==> src/rtl/cpu_pkg.sv <==
// Shared pipeline definitions: forward-mux encodings and the EX hold FSM states.
package cpu_pkg;
    localparam logic [1:0] FWD_NONE = 2'b00;
    localparam logic [1:0] FWD_WB   = 2'b01;
    localparam logic [1:0] FWD_MEM  = 2'b10;

    typedef enum logic {
        IDLE = 1'b0,
        BUSY = 1'b1
    } state_e;
endpackage

==> src/rtl/hazard_ctrl_unit_if.sv <==
// Bundle between the pipeline datapath (master) and the hazard unit (slave).
interface hazard_ctrl_unit_if #(
    parameter int REG_AW  = 5,
    parameter int NUM_SRC = 2,
    parameter int CNT_W   = 16
);
    logic                        ID_Valid_i;
    logic [NUM_SRC*REG_AW-1:0]   ID_Rs_i;
    logic                        ID_Flush_i;
    logic                        EX_MemRead_i;
    logic                        EX_RegWrite_i;
    logic [REG_AW-1:0]           EX_Rd_i;
    logic                        EX_MulStart_i;
    logic                        MEM_RegWrite_i;
    logic [REG_AW-1:0]           MEM_Rd_i;
    logic                        WB_RegWrite_i;
    logic [REG_AW-1:0]           WB_Rd_i;
    logic [NUM_SRC*2-1:0]        Forward_o;
    logic                        PC_Write_o;
    logic                        IFID_Write_o;
    logic                        IFID_Flush_o;
    logic                        IDEX_Bubble_o;
    logic                        IDEX_Hold_o;
    logic                        EXMEM_Bubble_o;
    logic [CNT_W-1:0]            Stall_Cnt_o;

    modport master (
        output ID_Valid_i, ID_Rs_i, ID_Flush_i, EX_MemRead_i, EX_RegWrite_i, EX_Rd_i,
               EX_MulStart_i, MEM_RegWrite_i, MEM_Rd_i, WB_RegWrite_i, WB_Rd_i,
        input  Forward_o, PC_Write_o, IFID_Write_o, IFID_Flush_o, IDEX_Bubble_o,
               IDEX_Hold_o, EXMEM_Bubble_o, Stall_Cnt_o
    );

    modport slave (
        input  ID_Valid_i, ID_Rs_i, ID_Flush_i, EX_MemRead_i, EX_RegWrite_i, EX_Rd_i,
               EX_MulStart_i, MEM_RegWrite_i, MEM_Rd_i, WB_RegWrite_i, WB_Rd_i,
        output Forward_o, PC_Write_o, IFID_Write_o, IFID_Flush_o, IDEX_Bubble_o,
               IDEX_Hold_o, EXMEM_Bubble_o, Stall_Cnt_o
    );
endinterface

==> src/rtl/hazard_ctrl_unit_fwd_sel.sv <==
// Forward-mux select for one EX source operand; MEM result is newer than WB.
module fwd_sel
    import cpu_pkg::*;
#(
    parameter int REG_AW = 5
) (
    input  logic [REG_AW-1:0] rs_i,
    input  logic              mem_regwrite_i,
    input  logic [REG_AW-1:0] mem_rd_i,
    input  logic              wb_regwrite_i,
    input  logic [REG_AW-1:0] wb_rd_i,
    output logic [1:0]        fwd_o
);
    always_comb begin
        fwd_o = FWD_NONE;
        if (mem_regwrite_i && (mem_rd_i != '0) && (mem_rd_i == rs_i)) begin
            fwd_o = FWD_MEM;
        end else if (wb_regwrite_i && (wb_rd_i != '0) && (wb_rd_i == rs_i)) begin
            fwd_o = FWD_WB;
        end
    end
endmodule

==> src/rtl/hazard_ctrl_unit.sv <==
// EX-stage hazard control: operand forwarding, load-use stall, multi-cycle EX hold
// and a saturating count of cycles in which the PC was frozen.
module hazard_ctrl_unit
    import cpu_pkg::*;
#(
    parameter int REG_AW  = 5,
    parameter int NUM_SRC = 2,
    parameter int MUL_LAT = 3,
    parameter int CNT_W   = 16
) (
    input  logic               clk_i,
    input  logic               rst_i,
    hazard_ctrl_unit_if.slave  bus
);
    localparam int                BUSY_W    = (MUL_LAT > 2) ? $clog2(MUL_LAT - 1) : 1;
    localparam logic [BUSY_W-1:0] BUSY_LOAD = BUSY_W'((MUL_LAT > 2) ? MUL_LAT - 2 : 0);
    localparam logic              MUL_EN    = (MUL_LAT > 1);

    state_e                     state_q, state_d;
    logic [BUSY_W-1:0]          busy_cnt_q, busy_cnt_d;
    logic [NUM_SRC*REG_AW-1:0]  ex_rs_q, ex_rs_d;
    logic [CNT_W-1:0]           stall_cnt_q, stall_cnt_d;

    logic [NUM_SRC-1:0]         rs_hit;
    logic [NUM_SRC*2-1:0]       fwd;
    logic                       mul_start, hold, lu, pc_write;

    generate
        for (genvar gi = 0; gi < NUM_SRC; gi++) begin : g_src
            assign rs_hit[gi] = (bus.ID_Rs_i[gi*REG_AW +: REG_AW] == bus.EX_Rd_i);

            fwd_sel #(.REG_AW(REG_AW)) u_fwd_sel (
                .rs_i           (ex_rs_q[gi*REG_AW +: REG_AW]),
                .mem_regwrite_i (bus.MEM_RegWrite_i),
                .mem_rd_i       (bus.MEM_Rd_i),
                .wb_regwrite_i  (bus.WB_RegWrite_i),
                .wb_rd_i        (bus.WB_Rd_i),
                .fwd_o          (fwd[gi*2 +: 2])
            );
        end
    endgenerate

    // Reset gates the combinational requests so outputs fall back at once on async reset.
    assign mul_start = MUL_EN && rst_i && (state_q == IDLE) && bus.EX_MulStart_i;
    assign hold      = mul_start || ((state_q == BUSY) && (busy_cnt_q != '0));
    assign lu        = rst_i && (state_q == IDLE) && !mul_start && bus.ID_Valid_i &&
                       bus.EX_MemRead_i && bus.EX_RegWrite_i && (bus.EX_Rd_i != '0) && (|rs_hit);
    assign pc_write  = !(hold || lu);

    always_ff @(posedge clk_i or negedge rst_i) begin
        if (!rst_i) begin
            state_q     <= IDLE;
            busy_cnt_q  <= '0;
            ex_rs_q     <= '0;
            stall_cnt_q <= '0;
        end else begin
            state_q     <= state_d;
            busy_cnt_q  <= busy_cnt_d;
            ex_rs_q     <= ex_rs_d;
            stall_cnt_q <= stall_cnt_d;
        end
    end

    // Counter value 0 in BUSY is the release cycle: hold is already down there.
    always_comb begin
        state_d    = state_q;
        busy_cnt_d = busy_cnt_q;
        unique case (state_q)
            IDLE: begin
                if (mul_start) begin
                    state_d    = BUSY;
                    busy_cnt_d = BUSY_LOAD;
                end
            end
            BUSY: begin
                if (busy_cnt_q == '0) begin
                    state_d = IDLE;
                end else begin
                    busy_cnt_d = busy_cnt_q - 1'b1;
                end
            end
            default: state_d = IDLE;
        endcase
    end

    always_comb begin
        ex_rs_d = bus.ID_Rs_i;
        if (hold) begin
            ex_rs_d = ex_rs_q;
        end else if (lu || !bus.ID_Valid_i) begin
            ex_rs_d = '0;
        end

        stall_cnt_d = stall_cnt_q;
        if (!pc_write && (stall_cnt_q != {CNT_W{1'b1}})) begin
            stall_cnt_d = stall_cnt_q + 1'b1;
        end
    end

    always_comb begin
        bus.Forward_o      = fwd;
        bus.PC_Write_o     = pc_write;
        bus.IFID_Write_o   = pc_write;
        bus.IFID_Flush_o   = bus.ID_Flush_i && !lu && !hold;
        bus.IDEX_Bubble_o  = lu;
        bus.IDEX_Hold_o    = hold;
        bus.EXMEM_Bubble_o = hold;
        bus.Stall_Cnt_o    = stall_cnt_q;
    end
endmodule

==> src/flat_wrapper.sv <==
// flat-port wrapper written by rule: the top's interface ports become plain ports
module hazard_ctrl_unit_flat import cpu_pkg::*;
#(
    parameter int REG_AW  = 5,
    parameter int NUM_SRC = 2,
    parameter int MUL_LAT = 3,
    parameter int CNT_W   = 16
)
  (clk_i, rst_i, bus_ID_Valid_i, bus_ID_Rs_i, bus_ID_Flush_i, bus_EX_MemRead_i, bus_EX_RegWrite_i, bus_EX_Rd_i, bus_EX_MulStart_i, bus_MEM_RegWrite_i, bus_MEM_Rd_i, bus_WB_RegWrite_i, bus_WB_Rd_i, bus_Forward_o, bus_PC_Write_o, bus_IFID_Write_o, bus_IFID_Flush_o, bus_IDEX_Bubble_o, bus_IDEX_Hold_o, bus_EXMEM_Bubble_o, bus_Stall_Cnt_o);
  hazard_ctrl_unit_if #(.REG_AW(REG_AW), .NUM_SRC(NUM_SRC), .CNT_W(CNT_W)) bus_i ();
  input  logic clk_i;
  input  logic rst_i;
  input wire logic [$bits(bus_i.ID_Valid_i)-1:0] bus_ID_Valid_i;
  input wire logic [$bits(bus_i.ID_Rs_i)-1:0] bus_ID_Rs_i;
  input wire logic [$bits(bus_i.ID_Flush_i)-1:0] bus_ID_Flush_i;
  input wire logic [$bits(bus_i.EX_MemRead_i)-1:0] bus_EX_MemRead_i;
  input wire logic [$bits(bus_i.EX_RegWrite_i)-1:0] bus_EX_RegWrite_i;
  input wire logic [$bits(bus_i.EX_Rd_i)-1:0] bus_EX_Rd_i;
  input wire logic [$bits(bus_i.EX_MulStart_i)-1:0] bus_EX_MulStart_i;
  input wire logic [$bits(bus_i.MEM_RegWrite_i)-1:0] bus_MEM_RegWrite_i;
  input wire logic [$bits(bus_i.MEM_Rd_i)-1:0] bus_MEM_Rd_i;
  input wire logic [$bits(bus_i.WB_RegWrite_i)-1:0] bus_WB_RegWrite_i;
  input wire logic [$bits(bus_i.WB_Rd_i)-1:0] bus_WB_Rd_i;
  output wire logic [$bits(bus_i.Forward_o)-1:0] bus_Forward_o;
  output wire logic [$bits(bus_i.PC_Write_o)-1:0] bus_PC_Write_o;
  output wire logic [$bits(bus_i.IFID_Write_o)-1:0] bus_IFID_Write_o;
  output wire logic [$bits(bus_i.IFID_Flush_o)-1:0] bus_IFID_Flush_o;
  output wire logic [$bits(bus_i.IDEX_Bubble_o)-1:0] bus_IDEX_Bubble_o;
  output wire logic [$bits(bus_i.IDEX_Hold_o)-1:0] bus_IDEX_Hold_o;
  output wire logic [$bits(bus_i.EXMEM_Bubble_o)-1:0] bus_EXMEM_Bubble_o;
  output wire logic [$bits(bus_i.Stall_Cnt_o)-1:0] bus_Stall_Cnt_o;
  assign bus_i.ID_Valid_i = bus_ID_Valid_i;
  assign bus_i.ID_Rs_i = bus_ID_Rs_i;
  assign bus_i.ID_Flush_i = bus_ID_Flush_i;
  assign bus_i.EX_MemRead_i = bus_EX_MemRead_i;
  assign bus_i.EX_RegWrite_i = bus_EX_RegWrite_i;
  assign bus_i.EX_Rd_i = bus_EX_Rd_i;
  assign bus_i.EX_MulStart_i = bus_EX_MulStart_i;
  assign bus_i.MEM_RegWrite_i = bus_MEM_RegWrite_i;
  assign bus_i.MEM_Rd_i = bus_MEM_Rd_i;
  assign bus_i.WB_RegWrite_i = bus_WB_RegWrite_i;
  assign bus_i.WB_Rd_i = bus_WB_Rd_i;
  assign bus_Forward_o = bus_i.Forward_o;
  assign bus_PC_Write_o = bus_i.PC_Write_o;
  assign bus_IFID_Write_o = bus_i.IFID_Write_o;
  assign bus_IFID_Flush_o = bus_i.IFID_Flush_o;
  assign bus_IDEX_Bubble_o = bus_i.IDEX_Bubble_o;
  assign bus_IDEX_Hold_o = bus_i.IDEX_Hold_o;
  assign bus_EXMEM_Bubble_o = bus_i.EXMEM_Bubble_o;
  assign bus_Stall_Cnt_o = bus_i.Stall_Cnt_o;
  hazard_ctrl_unit #(.REG_AW(REG_AW), .NUM_SRC(NUM_SRC), .MUL_LAT(MUL_LAT), .CNT_W(CNT_W)) u_core (.clk_i(clk_i), .rst_i(rst_i), .bus(bus_i));
endmodule
==> config.mk <==
export PLATFORM = sky130hd
export DESIGN_NAME = hazard_ctrl_unit_flat
export DESIGN_NICKNAME = d
export VERILOG_FILES = /design/src/rtl/cpu_pkg.sv /design/src/rtl/hazard_ctrl_unit_if.sv /design/src/rtl/hazard_ctrl_unit_fwd_sel.sv /design/src/rtl/hazard_ctrl_unit.sv /design/src/flat_wrapper.sv
export SDC_FILE = /design/constraint.sdc
export NUM_CORES = 1
export LEC_CHECK = 0
export BUFFER_PORTS_ARGS = -buffer_cell sky130_fd_sc_hd__clkbuf_2
export CAP_MARGIN = 30
export CORE_ASPECT_RATIO = 1.75
export CORE_MARGIN = 2
export CORE_UTILIZATION = 30
export DETAILED_ROUTE_END_ITERATION = 16
export PLACE_DENSITY = 0.5
export SLEW_MARGIN = 0
export SYNTH_ARGS = -nofsm -noshare
export SYNTH_HDL_FRONTEND = slang
export SYNTH_SLANG_ARGS = --single-unit
==> constraint.sdc <==
create_clock -name clk_i -period 5.9 [get_ports clk_i]
set_input_delay 0 -clock clk_i [delete_from_list [all_inputs] [get_ports clk_i]]
set_output_delay 0 -clock clk_i [all_outputs]
set_load 0.01 [all_outputs]
Word-level counts from Yosys, hierarchy flattened
Index checks and enable logic that the tools add are counted.
Storage, ports and cells
  bits in registers: 28
  input bits: 34
  logic and storage cells: 56
Operators by class
  add/sub/neg operators: 2
  equal/unequal tests: 8
  multiplexer cells: 11
  bitwise logic cells: 1
  reduce and logical (&&, ||, !) cells: 30
Operators by type and width (count)
  5-bit equality test: 6
  1-bit logical AND: 18
  16-bit by 1-bit adder with 16-bit output, second input constant: 1
  16-bit != test, second input constant: 1
  5-bit nonzero test: 3
  10-bit two-way mux: 1
  1-bit two-way mux: 6
  1-bit zero test: 5
  2-bit two-way mux: 2
  1-bit case mux with 2 select lines: 2
  1-bit logical OR: 3
  2-bit by 1-bit != test with 1-bit output, second input constant: 1
  2-bit OR reduction: 1
  1-bit NOT: 1
  1-bit subtractor, second input constant: 1

Logic depth before layout (Yosys ltp)
  word-level depth: 13
  gate-level depth with buffers: 8
  mapped depth without buffers: 7

By module
From an unflattened synthesis, not the netlist that was laid out.
Unflattened totals
  cells, all modules: 172
  area total of the unflattened synthesis: 1755.4 um2
By module, submodules not included
  hazard_ctrl_unit: instances 1, cells an instance 132, area an instance 1452.6 um2, seq. area each 700.7 um2
  fwd_sel: instances 2, cells an instance 20, area an instance 151.4 um2, seq. area each 0.0 um2

Least setup slack after synthesis
No wires, ideal clock.
  path type: flip-flop to flip-flop
  from: register u_core.stall_cnt_q[0] (netlist: u_core.bus.Stall_Cnt_o[0])
  to: register u_core.stall_cnt_q[1] (netlist: u_core.bus.Stall_Cnt_o[1])
  data arrival time: 2.095 ns
  setup slack: 3.680 ns
  stages on the path, launching flop included: 8
  path buffers: 1
  period minus slack after synthesis: 2.220 ns
  cell sequence: dfrtp_1 ha_1 nand4_1 or4_4 and2_4 a31oi_2 buf_6 mux2_4
On the way
  cells in the longest elaborated chain, start to end: 2
  elaborated cells on any way between the ends: 3
RTL lines
  start: declaration: RTL line hazard_ctrl_unit.sv:22  | logic [CNT_W-1:0] stall_cnt_q, stall_cnt_d;
  start signal: assignment: RTL line hazard_ctrl_unit.sv:60  | stall_cnt_q <= stall_cnt_d;
  branches (longest 2 deep; another with 16-bit by 1-bit adder with 16-bit output)
Parallel ways; which one is timed is not known.
A chain may end at the register's enable or synchronous reset.

Worst setup path after layout
  from: input rst_i
  to: register u_core.stall_cnt_q[1] (netlist: u_core.bus.Stall_Cnt_o[1])
On the way
  cells in the longest elaborated chain, start to end: 11
  elaborated cells on any way between the ends: 12
RTL lines
  start: declaration: RTL line flat_wrapper.sv:12  | input logic rst_i;
  1-bit logical AND *: RTL line hazard_ctrl_unit.sv:44, hazard_ctrl_unit.sv:46
  1-bit logical AND: RTL line hazard_ctrl_unit.sv:44  | assign mul_start = MUL_EN && rst_i && (state_q == IDLE) && bus.EX_MulStart_i;
  1-bit zero test: RTL line hazard_ctrl_unit.sv:46  | assign lu = rst_i && (state_q == IDLE) && !mul_start && bus.ID_Valid_i &&
  1-bit logical AND (3 in series): RTL line hazard_ctrl_unit.sv:46
  1-bit logical AND (3 in series): RTL line hazard_ctrl_unit.sv:47  | bus.EX_MemRead_i && bus.EX_RegWrite_i && (bus.EX_Rd_i != '0) && (|rs_hit);
  1-bit logical OR *: RTL line hazard_ctrl_unit.sv:48  | assign pc_write = !(hold || lu);
  1-bit logical AND *: RTL line hazard_ctrl_unit.sv:95  | if (!pc_write && (stall_cnt_q != {CNT_W{1'b1}})) begin
Mark *: on every way between the ends. The rest lies on a longest branch, timed or not.

==> summary.txt <==
Outcome
  • Status: completed

Layout
  • ANT cells: 0
  • FILL cells: 595
  • Non-filler cells, final: between 300 and 400
  • Post-route cell area: 2230 um^2
  • Area Overhead vs Synth: 29.5%
  • Ratio of cells with drive above 1 in the final layout: 28.1%
  • Nets: 289

Die
  • Core area: 5540 um^2
  • Die area: 6380 um^2
  • Rows: 36
  • Die Ht: 104 um
  • Die X: 61.2 um
  • Top Ports: 60
  • Initial Util: 31.1%

Setup path
  • Critical Path Source: rst_i
  • CP Cell Sequence: dlygate4sd3_1, clkbuf_2, nand2_1, o21a_1, inv_1, and2_4, a31oi_2, mux2_4
  • Startpoint types: primary input
  • Crit end category: register
  • Critical Path AT: 2.97 ns
  • Worst Path Max Fanout: 31
  • R2r startpoint: u_core.bus.Stall_Cnt_o[0]$_DFFE_PN0P_
  • Setup CP Type: primary input to register
  • Number of cells on the worst reg-to-reg path: 6
  • Crit path required time: a little over 6 ns
  • Crit path max-delay cell type: a31oi_2
  • Delay of the slowest cell on the worst path: 0.55 ns

Logic synthesis
  • Register area share after synthesis: 40.7%
  • Syn_area_per_cell: 9.20 um^2
  • Yosys warnings: 0
  • Top-area cell type share of the netlist area: 40.7%
  • Syn nets: 222
  • Largest cells by area after synthesis: dfrtp_1 (41%), xnor2_1 (11%), xor2_1 (9.7%)
  • #FFs+latches synth: 28
  • Top_reg_cell synth: dfrtp_1
  • Syn Inst Count: 187
  • Netlist cell types: 34
  • Number of enable flip-flop cells after synthesis: 0
  • Post-synthesis cell area: roughly 1700 um^2
  • Area leader, netlist: dfrtp_1
  • Post-synth ARST share: 100%

Placement
  • Place WS: about 3.3 ns
  • GPL Wtd Cong: 0.722
  • Dpl cell area: 2080 um^2
  • Final HPWL DP: 3770 um
  • DP Cell Count: 317
  • I/O Buffers: between 50 and 60

Hold path
  • Worst hold path cell count: 3
  • Hold_sp: bus_ID_Rs_i[8]
  • Hold crit path type: primary input to register

CTS
  • CTS Buf Count: 3
  • Clock sinks: 28
  • Count of cells resized by post-cts repair: 0
  • Htree depth: 1
  • CTS clk-pin slew, worst paths: 0.10 ns
  • CTS root buffer: clkbuf_8
  • Post-CTS Setup Bufs: 0
  • Post-CTS Hold Fix Bufs: 8
  • Clock buffer depth: 2
  • CTS tree: done
  • Skew-Pair Late Insertion Delay: ~0.27 ns

Timing
  • Slew headroom: 48.6%
  • Final hold vios: 0
  • Final setup viols: 0
  • Hold slack: 0.0162 ns
  • Worst-margin pin slew: 0.771 ns
  • Worst setup margin: 3.09 ns
  • Fmax: about 0.36 GHz
  • RSZ-0062 raised after global routing: false
  • Minimum clock period: 2.81 ns
  • Max-slew violations: 0
  • Post-Route Setup TNS: 0 ns
  • Clock Skews: slightly above 0.005 ns
  • Period utilisation layout: ~48%

Drt
  • Vias per std cell: 4.77
  • Total iterations of the first detailed-routing run: 4
  • Final WL: 4690 um
  • Total number of vias: 1568
  • # DRC: 0
  • WL per Instance: ~14 um
  • Post-DRT Antenna Nets: 0
  • Initial DRC Count: 59

Global route
  • First-pass GRT wire length: roughly 7700 um
  • Total GRT Usage: 15.7%
  • Initial antenna violation count: 0
  • Number of global-route vias before repair: 1632
  • Largest net degree at the start of global routing: 32
  • Total gr overflow: 0

Power
  • Power per cell area: 289 nW/um^2
  • VDD IR-drop max: 0.215 mV
  • LEAKAGE: around 1.1 nW

Flow run
  • Max Cap Viol: 0
[cell families (layout without fill, tap and decap cells)]
kind of cell,after synthesis,after routing,synth area share [%]
multiplexers,1,1,0.872
XOR/XNOR,41,41,20.9
buffers and inverters,13,79,3.71
AO/OA/AOI/OAI,26,26,9.02
adder cells (fa/ha/maj),1,1,0.727
flip-flops,28,28,40.7
AND/OR/NAND/NOR,77,77,24.1
[cell usage in the layout, fill, tap and decap left out, drive strengths merged, types with 2 or more instances in the layout]
cell type and n:
nand3 9, and2 2, dfrtp 28, xor2 19, o21ai 14, a21oi 4
nor2 8, nor4 6, dlygate4sd3 8, inv 8, or4 6, xnor2 22
nand2 30, nand4 5, clkbuf 62, and3 4, nor3 3, a31oi 3
[per-layer routing]
layer  global-route usage, %  part of all wire [%]  vias to the layer above
met5                       0                     0                        -
met4                    4.35                   1.4                        0
met3                    1.24                   3.2                        6
met2                    30.0                    57                       39
met1                    17.2                    38                      745
li1                        -                     -                      778
[worst max-delay path, delay by kind of cell]
kind	cells	cell delay [ns]
and+or+nand+nor	2	0.41
AOI/OAI and AO/OA	2	0.90
muxes	1	0.35
buffers and inverters	3	1.29
[layout make-up]
cell class                      count  area [um^2]  share of cell area (%)
Clock buffer                        3         41.3                    1.85
Clock inverter                      1         30.0                    1.35
Inverter                            8         30.0                    1.35
Multi-Input combinational cell    146          956                    42.9
Sequential cell                    28          701                    31.4
Tap cell                           76         95.1                    4.27
Timing Repair Buffer               67          375                    16.8
[sequential cells by signal, indices dropped and copies added, names as in the netlist]
name and count:
u_core.busy_cnt_q 1, u_core.bus.Stall_Cnt_o 16, u_core.state_q 1, u_core.ex_rs_q 10
[synth_stat cells (all sizes together) (2+ instances only)]
cell type,number
nand2,30
dfrtp,28
xnor2,22
xor2,19
o21ai,14
nand3,9
inv,8
nor2,8
nor4,6
or4,6
nand4,5
a21oi,4
and3,4
a31oi,3
buf,3
nor3,3
and2,2
clkbuf,2
[worst paths after layout]
kind                                                          endpoint  slack (ns)
worst max-delay path             u_core.bus.Stall_Cnt_o[1]$_DFFE_PN0P_        3.09
worst min-delay path                     u_core.ex_rs_q[8]$_DFFE_PN0N_        0.02
worst max register to register   u_core.bus.Stall_Cnt_o[1]$_DFFE_PN0P_        3.33
worst min register to register  u_core.bus.Stall_Cnt_o[11]$_DFFE_PN0P_        0.52
max in group asynchronous                u_core.ex_rs_q[1]$_DFFE_PN0N_        5.08
min in group asynchronous        u_core.bus.Stall_Cnt_o[7]$_DFFE_PN0P_        0.33
[power by group]
group | switching (mW) | internal, mW | total [mW]
combinational | 0.113 | 0.0953 | 0.208
clock | 0.0601 | 0.0908 | 0.151
sequential | 0.0537 | 0.231 | 0.284
[through the flow]
| step | util, % | power [mW] |
|---|---|---|
| floorplan | - | 0.414 |
| global placement | 37.5 | 0.493 |
| detailed placement | 37.5 | 0.495 |
| CTS | 40.2 | 0.652 |
| global route | 40.2 | 0.686 |
| finish | 40.2 | 0.644 |
(Power assumes the default switching activity.)
